### src/rtl/dma_word_mover.sv
// DMA word mover: copies (src->dst) or fills (constant->dst) a block of data-memory words over the DMA port.
// Copy moves one word per 2 granted cycles, fill one per granted cycle; a dropped grant freezes the current step.
module dma_word_mover #(
  parameter int DATA_WIDTH      = 32,
  parameter int DATA_ADDR_WIDTH = 32,
  parameter int NUM_WORDS       = 128,
  parameter int LEN_WIDTH       = 8
) (
  input  logic                       cpu_clk,
  input  logic                       cpu_rst_n,
  input  logic                       dma_start,
  input  logic                       dma_mode,
  input  logic [DATA_ADDR_WIDTH-1:0] dma_src_addr,
  input  logic [DATA_ADDR_WIDTH-1:0] dma_dst_addr,
  input  logic [LEN_WIDTH-1:0]       dma_len,
  input  logic [DATA_WIDTH-1:0]      dma_fill_data,
  output logic                       dma_busy,
  output logic                       dma_done,
  output logic                       dma_error,
  output logic                       dma_bus_req,
  input  logic                       dma_bus_gnt,
  input  logic [DATA_WIDTH-1:0]      data_mem_rdata,
  output logic [DATA_ADDR_WIDTH-1:0] dma_data_mem_raddr,
  output logic [DATA_ADDR_WIDTH-1:0] dma_data_mem_waddr,
  output logic [DATA_WIDTH-1:0]      dma_data_mem_wdata,
  output logic                       data_mem_write,
  output logic                       data_mem_read_ctrl_by,
  output logic                       data_mem_write_ctrl_by
);

  typedef enum logic [2:0] {IDLE, CHECK, REQ, READ, WRITE, DONE} state_t;

  // One extra bit so that base + length can never wrap past the memory limit.
  localparam int SUM_WIDTH = DATA_ADDR_WIDTH + 1;
  localparam logic [SUM_WIDTH-1:0] MEM_WORDS = SUM_WIDTH'(NUM_WORDS);

  state_t                     state, state_next;
  logic                       mode;
  logic [DATA_ADDR_WIDTH-1:0] src_ptr, dst_ptr;
  logic [LEN_WIDTH-1:0]       remaining;
  logic [DATA_WIDTH-1:0]      fill_word, word_buf;
  logic                       err_flag;
  logic [SUM_WIDTH-1:0]       src_end, dst_end;
  logic                       range_bad;

  assign src_end   = SUM_WIDTH'(src_ptr) + SUM_WIDTH'(remaining);
  assign dst_end   = SUM_WIDTH'(dst_ptr) + SUM_WIDTH'(remaining);
  assign range_bad = (dst_end > MEM_WORDS) || (!mode && (src_end > MEM_WORDS));

  always_ff @(posedge cpu_clk) begin
    if (!cpu_rst_n) state <= IDLE;
    else            state <= state_next;
  end

  always_ff @(posedge cpu_clk) begin
    if (!cpu_rst_n) begin
      mode      <= 1'b0;
      src_ptr   <= '0;
      dst_ptr   <= '0;
      remaining <= '0;
      fill_word <= '0;
      word_buf  <= '0;
      err_flag  <= 1'b0;
    end else begin
      case (state)
        IDLE: begin
          if (dma_start) begin
            mode      <= dma_mode;
            src_ptr   <= dma_src_addr;
            dst_ptr   <= dma_dst_addr;
            remaining <= dma_len;
            fill_word <= dma_fill_data;
            err_flag  <= 1'b0;
          end
        end
        CHECK: err_flag <= (remaining != '0) && range_bad;
        READ: begin
          if (dma_bus_gnt) word_buf <= data_mem_rdata;
        end
        WRITE: begin
          if (dma_bus_gnt) begin
            src_ptr   <= src_ptr + DATA_ADDR_WIDTH'(1);
            dst_ptr   <= dst_ptr + DATA_ADDR_WIDTH'(1);
            remaining <= remaining - LEN_WIDTH'(1);
          end
        end
        default: ;
      endcase
    end
  end

  always_comb begin
    state_next             = state;
    dma_busy               = 1'b0;
    dma_done               = 1'b0;
    dma_error              = 1'b0;
    dma_bus_req            = 1'b0;
    dma_data_mem_raddr     = '0;
    dma_data_mem_waddr     = '0;
    dma_data_mem_wdata     = '0;
    data_mem_write         = 1'b0;
    data_mem_read_ctrl_by  = 1'b0;
    data_mem_write_ctrl_by = 1'b0;
    case (state)
      IDLE: begin
        if (dma_start) state_next = CHECK;
      end
      CHECK: begin
        dma_busy   = 1'b1;
        state_next = ((remaining == '0) || range_bad) ? DONE : REQ;
      end
      REQ: begin
        dma_busy    = 1'b1;
        dma_bus_req = 1'b1;
        if (dma_bus_gnt) state_next = mode ? WRITE : READ;
      end
      READ: begin
        dma_busy    = 1'b1;
        dma_bus_req = 1'b1;
        if (dma_bus_gnt) begin
          data_mem_read_ctrl_by = 1'b1;
          dma_data_mem_raddr    = src_ptr;
          state_next            = WRITE;
        end
      end
      WRITE: begin
        dma_busy    = 1'b1;
        dma_bus_req = 1'b1;
        if (dma_bus_gnt) begin
          data_mem_write_ctrl_by = 1'b1;
          data_mem_write         = 1'b1;
          dma_data_mem_waddr     = dst_ptr;
          dma_data_mem_wdata     = mode ? fill_word : word_buf;
          if (remaining == LEN_WIDTH'(1)) state_next = DONE;
          else                            state_next = mode ? WRITE : READ;
        end
      end
      DONE: begin
        dma_done   = 1'b1;
        dma_error  = err_flag;
        state_next = IDLE;
      end
      default: state_next = IDLE;
    endcase
  end

endmodule

### config.mk
export PLATFORM = sky130hd
export DESIGN_NAME = dma_word_mover
export DESIGN_NICKNAME = d
export VERILOG_FILES = /design/src/rtl/dma_word_mover.sv
export SDC_FILE = /design/constraint.sdc
export NUM_CORES = 1
export LEC_CHECK = 0
export CAP_MARGIN = 20
export CELL_PAD_IN_SITES_DETAIL_PLACEMENT = 0
export CELL_PAD_IN_SITES_GLOBAL_PLACEMENT = 1
export CORE_UTILIZATION = 35
export DETAILED_ROUTE_END_ITERATION = 10
export DONT_BUFFER_PORTS = 1
export GPL_TIMING_DRIVEN = 0
export PLACE_DENSITY = 0.68
export SYNTH_ARGS = -nofsm -noshare
export SYNTH_HDL_FRONTEND = slang
export SYNTH_SLANG_ARGS = --single-unit
### constraint.sdc
create_clock -name cpu_clk -period 4 [get_ports cpu_clk]
set_input_delay 0.8 -clock cpu_clk [delete_from_list [all_inputs] [get_ports cpu_clk]]
set_output_delay 0.8 -clock cpu_clk [all_outputs]
set_load 0.05 [all_outputs]
==> impl_metrics.toml <==
[power]
power.density_nw_per_um2 = 672
sw_frac_of_total = 0.496
clkPwrFrac = 0.226
irDropWorstVdd_v = 0.000398
p_total_mw = 7.27
pwr-share-comb = 0.491
p_int_mw = 3.66
power_frac_seq = 0.284
power_switching_mw = 3.61
leakagePower_nw = 3.74

[setup_path]
cp_slowest_cell = "and3_1"
critPathLaunchType = "flip-flop"
path_max_fanout = 10
endpoint_kind = "output port"
timing.rr.start = "remaining[0]"
worstPathArrival_ns = 3.25
r2r_cells = 12
r2r_slack_ns = 0.23
worst_path_most_repeated_cell = "clkbuf_1"
crit_required_ns = 3.20
r2r-end = "state[2]"
crit_chain = "clkbuf_1 -> nor2b_1 -> nor2b_1 -> clkbuf_1 -> clkbuf_1 -> clkbuf_1 -> and3_1"
crit_path_max_incr_delay_ns = 0.57
critPathKind = "flip-flop to output port"

[cells_and_area]
area_growth_pct = 11.6
multiInputGateArea_sq_um = 6400
drive_gt1_frac = 0.0660
mostFrequentLayoutCells = "nand2_1 (227), a21oi_1 (162), nor2_1 (148)"
mostFrequentLayoutCell = "nand2_1"
seq_area_sq_um = 2820
fin_cells = 1784
finalNetCount = 1589
fill_cells = 2982

[clock_tree]
clk_pin_slew_ns = 0.06
clk_latency_ns = 0.44
htree_levels = 4
clk_path_buf_depth = 2
cts_buffers = 17
clock_sinks = 141
cts_tree = "yes"
root_buffer = "clkbuf_16"
hold_buffers = 0

[route]
routed_wl_um = 43200
avgViaCountPerCell = 6.05
first_pass_iters = 5
route.detailed.drc = 0
drtIter0Drc = 884
dr_total_vias = 10800
ant_nets = 0
wl_per_cell_um = 24.2

[placement]
routabilityCongestion = 0.933
dp_cells = 1749
port_buffers = 0
dp_hpwl_um = 31800
dp_worst_setup_slack_ns = -0.0943

[logic_synthesis]
async_flop_share = 0
synth-edff-count = 0
syn-instance-count = 1407
ys_ff_latch = 141
synth_area_sq_um = 9690
syn-mean-instance-area_sq_um = 6.89
yosysWarnings = 0
synth_cell_types = 73
yosys_most_used_dff = "dfxtp_1"
synth_fp_nets = 1570
ys_seq_area_frac = 0.291

[min_path]
min_path_type = "flip-flop to flip-flop"
whs_path_depth = 2
min_to = "word_buf[18]"
holdCritStartpoint = "word_buf[18]"

[die]
initial_core_util = 0.359
fp.dieW_um = 168
coreArea_sq_um = 27000
ios = 244
die_h_um = 168
rows = 60
die_area_sq_um = 28400

[outcome]
status = "finished, violations left"
violations = "setup timing"

[grt]
antenna_found_initial = 5
grt_use_total = 0.300
grt_pass1_vias = 10200
grt_max_degree = 17
grt_overflow = 0
grt_pass1_wl_um = 64000

[job]
maxCapViolCount = 0

[sta]
finalCritPeriodShare = 1.01
period_minus_slack_ns = 4.05
fmax_mhz = 247
worst_pin_slew_ns = 0.966
finalHoldViolations = 0
finalSetupViolCount = 10
finalWorstSetupSlack_ns = -0.0481
slew-limit-headroom = 0.356
drv_slew = 0
fin_worst_skew_ns = 0.0160
grt_setup_unrepaired = "yes"
-- how the worst max path moves through the flow --
stage | start | end | slack (ns) | cells past startpoint
floorplan | dma_bus_gnt | dma_data_mem_raddr[18] | 0.93 | 5
global placement | remaining[0] | state[0] | -0.11 | 11
detailed placement | remaining[0] | state[0] | -0.09 | 11
CTS | state[1] | dma_data_mem_wdata[30] | -0.19 | 7
global route | state[1] | dma_data_mem_wdata[8] | -0.17 | 7
finish | state[1] | dma_data_mem_waddr[25] | -0.05 | 7
-- layer usage --
layer	vias to the layer above	track usage	share of wire
li1	5086	-	-
met2	478	0.485	0.46
met4	4	0.0960	0.026
met3	70	0.0806	0.095
met5	-	0	0.00056
met1	5159	0.387	0.42
-- final cells by class --
| cell class | count | share of cell area |
|---|---|---|
| clock inverter | 14 | 0.0136 |
| tap | 341 | 0.0394 |
| antenna | 4 | 0.000925 |
| inverter | 21 | 0.00728 |
| sequential | 141 | 0.261 |
| buffer | 123 | 0.0463 |
| clock buffer | 18 | 0.0397 |
| multi-input combinational | 1121 | 0.591 |
| timing repair buffer | 1 | 0.000694 |
-- state kept, by name, indices dropped and copies added, names as in the netlist --
register / flops
dst_ptr: 32
fill_word: 32
src_ptr: 32
word_buf: 32
remaining: 8
state: 3
err_flag: 1
mode: 1
-- synth_stat cells (4+ instances only) --
library cell,n,share of area
a211oi_1,26,0.020
a21o_1,9,0.0070
a21oi_1,162,0.084
a22oi_1,18,0.014
a31oi_1,16,0.010
and2_1,36,0.023
and3_1,42,0.027
and4_1,9,0.0081
buf_2,7,0.0036
buf_4,5,0.0039
clkbuf_1,108,0.042
dfxtp_1,141,0.29
ha_1,20,0.026
inv_1,20,0.0077
mux2i_1,39,0.040
nand2_1,227,0.088
nand3_1,55,0.028
nand4_1,31,0.020
nor2_1,164,0.064
nor2b_1,5,0.0032
nor3_1,33,0.017
nor4_1,7,0.0045
o2111ai_1,5,0.0045
o211ai_1,5,0.0039
o21ai_0,89,0.046
o22ai_1,13,0.0084
o31ai_1,14,0.011
o41ai_1,4,0.0036
or2_2,4,0.0026
or3_1,7,0.0045
or4_1,6,0.0046
xnor2_1,11,0.0099
xor2_1,12,0.011
-- power groups by stage --
stage          Sequential [mW]  Clock, mW  Combinational [mW]
2_1_floorplan             1.95          0                2.41
3_3_place_gp              2.08          0                3.44
3_5_place_dp              2.09          0                3.46
4_1_cts                   2.06       1.66                3.48
5_1_grt                   2.11       1.71                3.87
6_report                  2.06       1.64                3.57
-- cell families (layout without fill, tap and decap cells) --
group / Yosys count / count (layout) / synth area share
multiplexers: 41 / 41 / 0.0426
XOR/XNOR: 23 / 23 / 0.0208
AO/OA/AOI/OAI: 396 / 396 / 0.248
other: 0 / 4 / 0
AND/OR/NAND/NOR: 639 / 639 / 0.308
flip-flops: 141 / 141 / 0.291
buffers and inverters: 145 / 177 / 0.0598
adder cells (fa/ha/maj): 22 / 22 / 0.0300
-- stage by stage --
stage	setup TNS, ns	util	area (sq um)	hold slack [ns]
5_1_grt	-5.05	0.400	10800	0.474
6_report	-0.307	0.400	10800	0.453
3_3_place_gp	-0.213	0.374	10100	0.441
4_1_cts	-1.32	0.397	10700	0.455
3_5_place_dp	-0.172	0.375	10100	0.446
2_1_floorplan	0	-	9690	0.428
-- worst max-delay path: cells and delay by family (launching register included) --
kind | cells | cell delay (ns)
buffers and inverters | 4 | 1.53
and+or+nand+nor | 3 | 0.99
DFF | 1 | 0.30
-- repair_timing --
action	4_1_cts	5_1_grt
setup endpoints to repair	24	121
gates resized for setup	7	40
buffers inserted	0	0
Power figures use the tool's default switching activity.
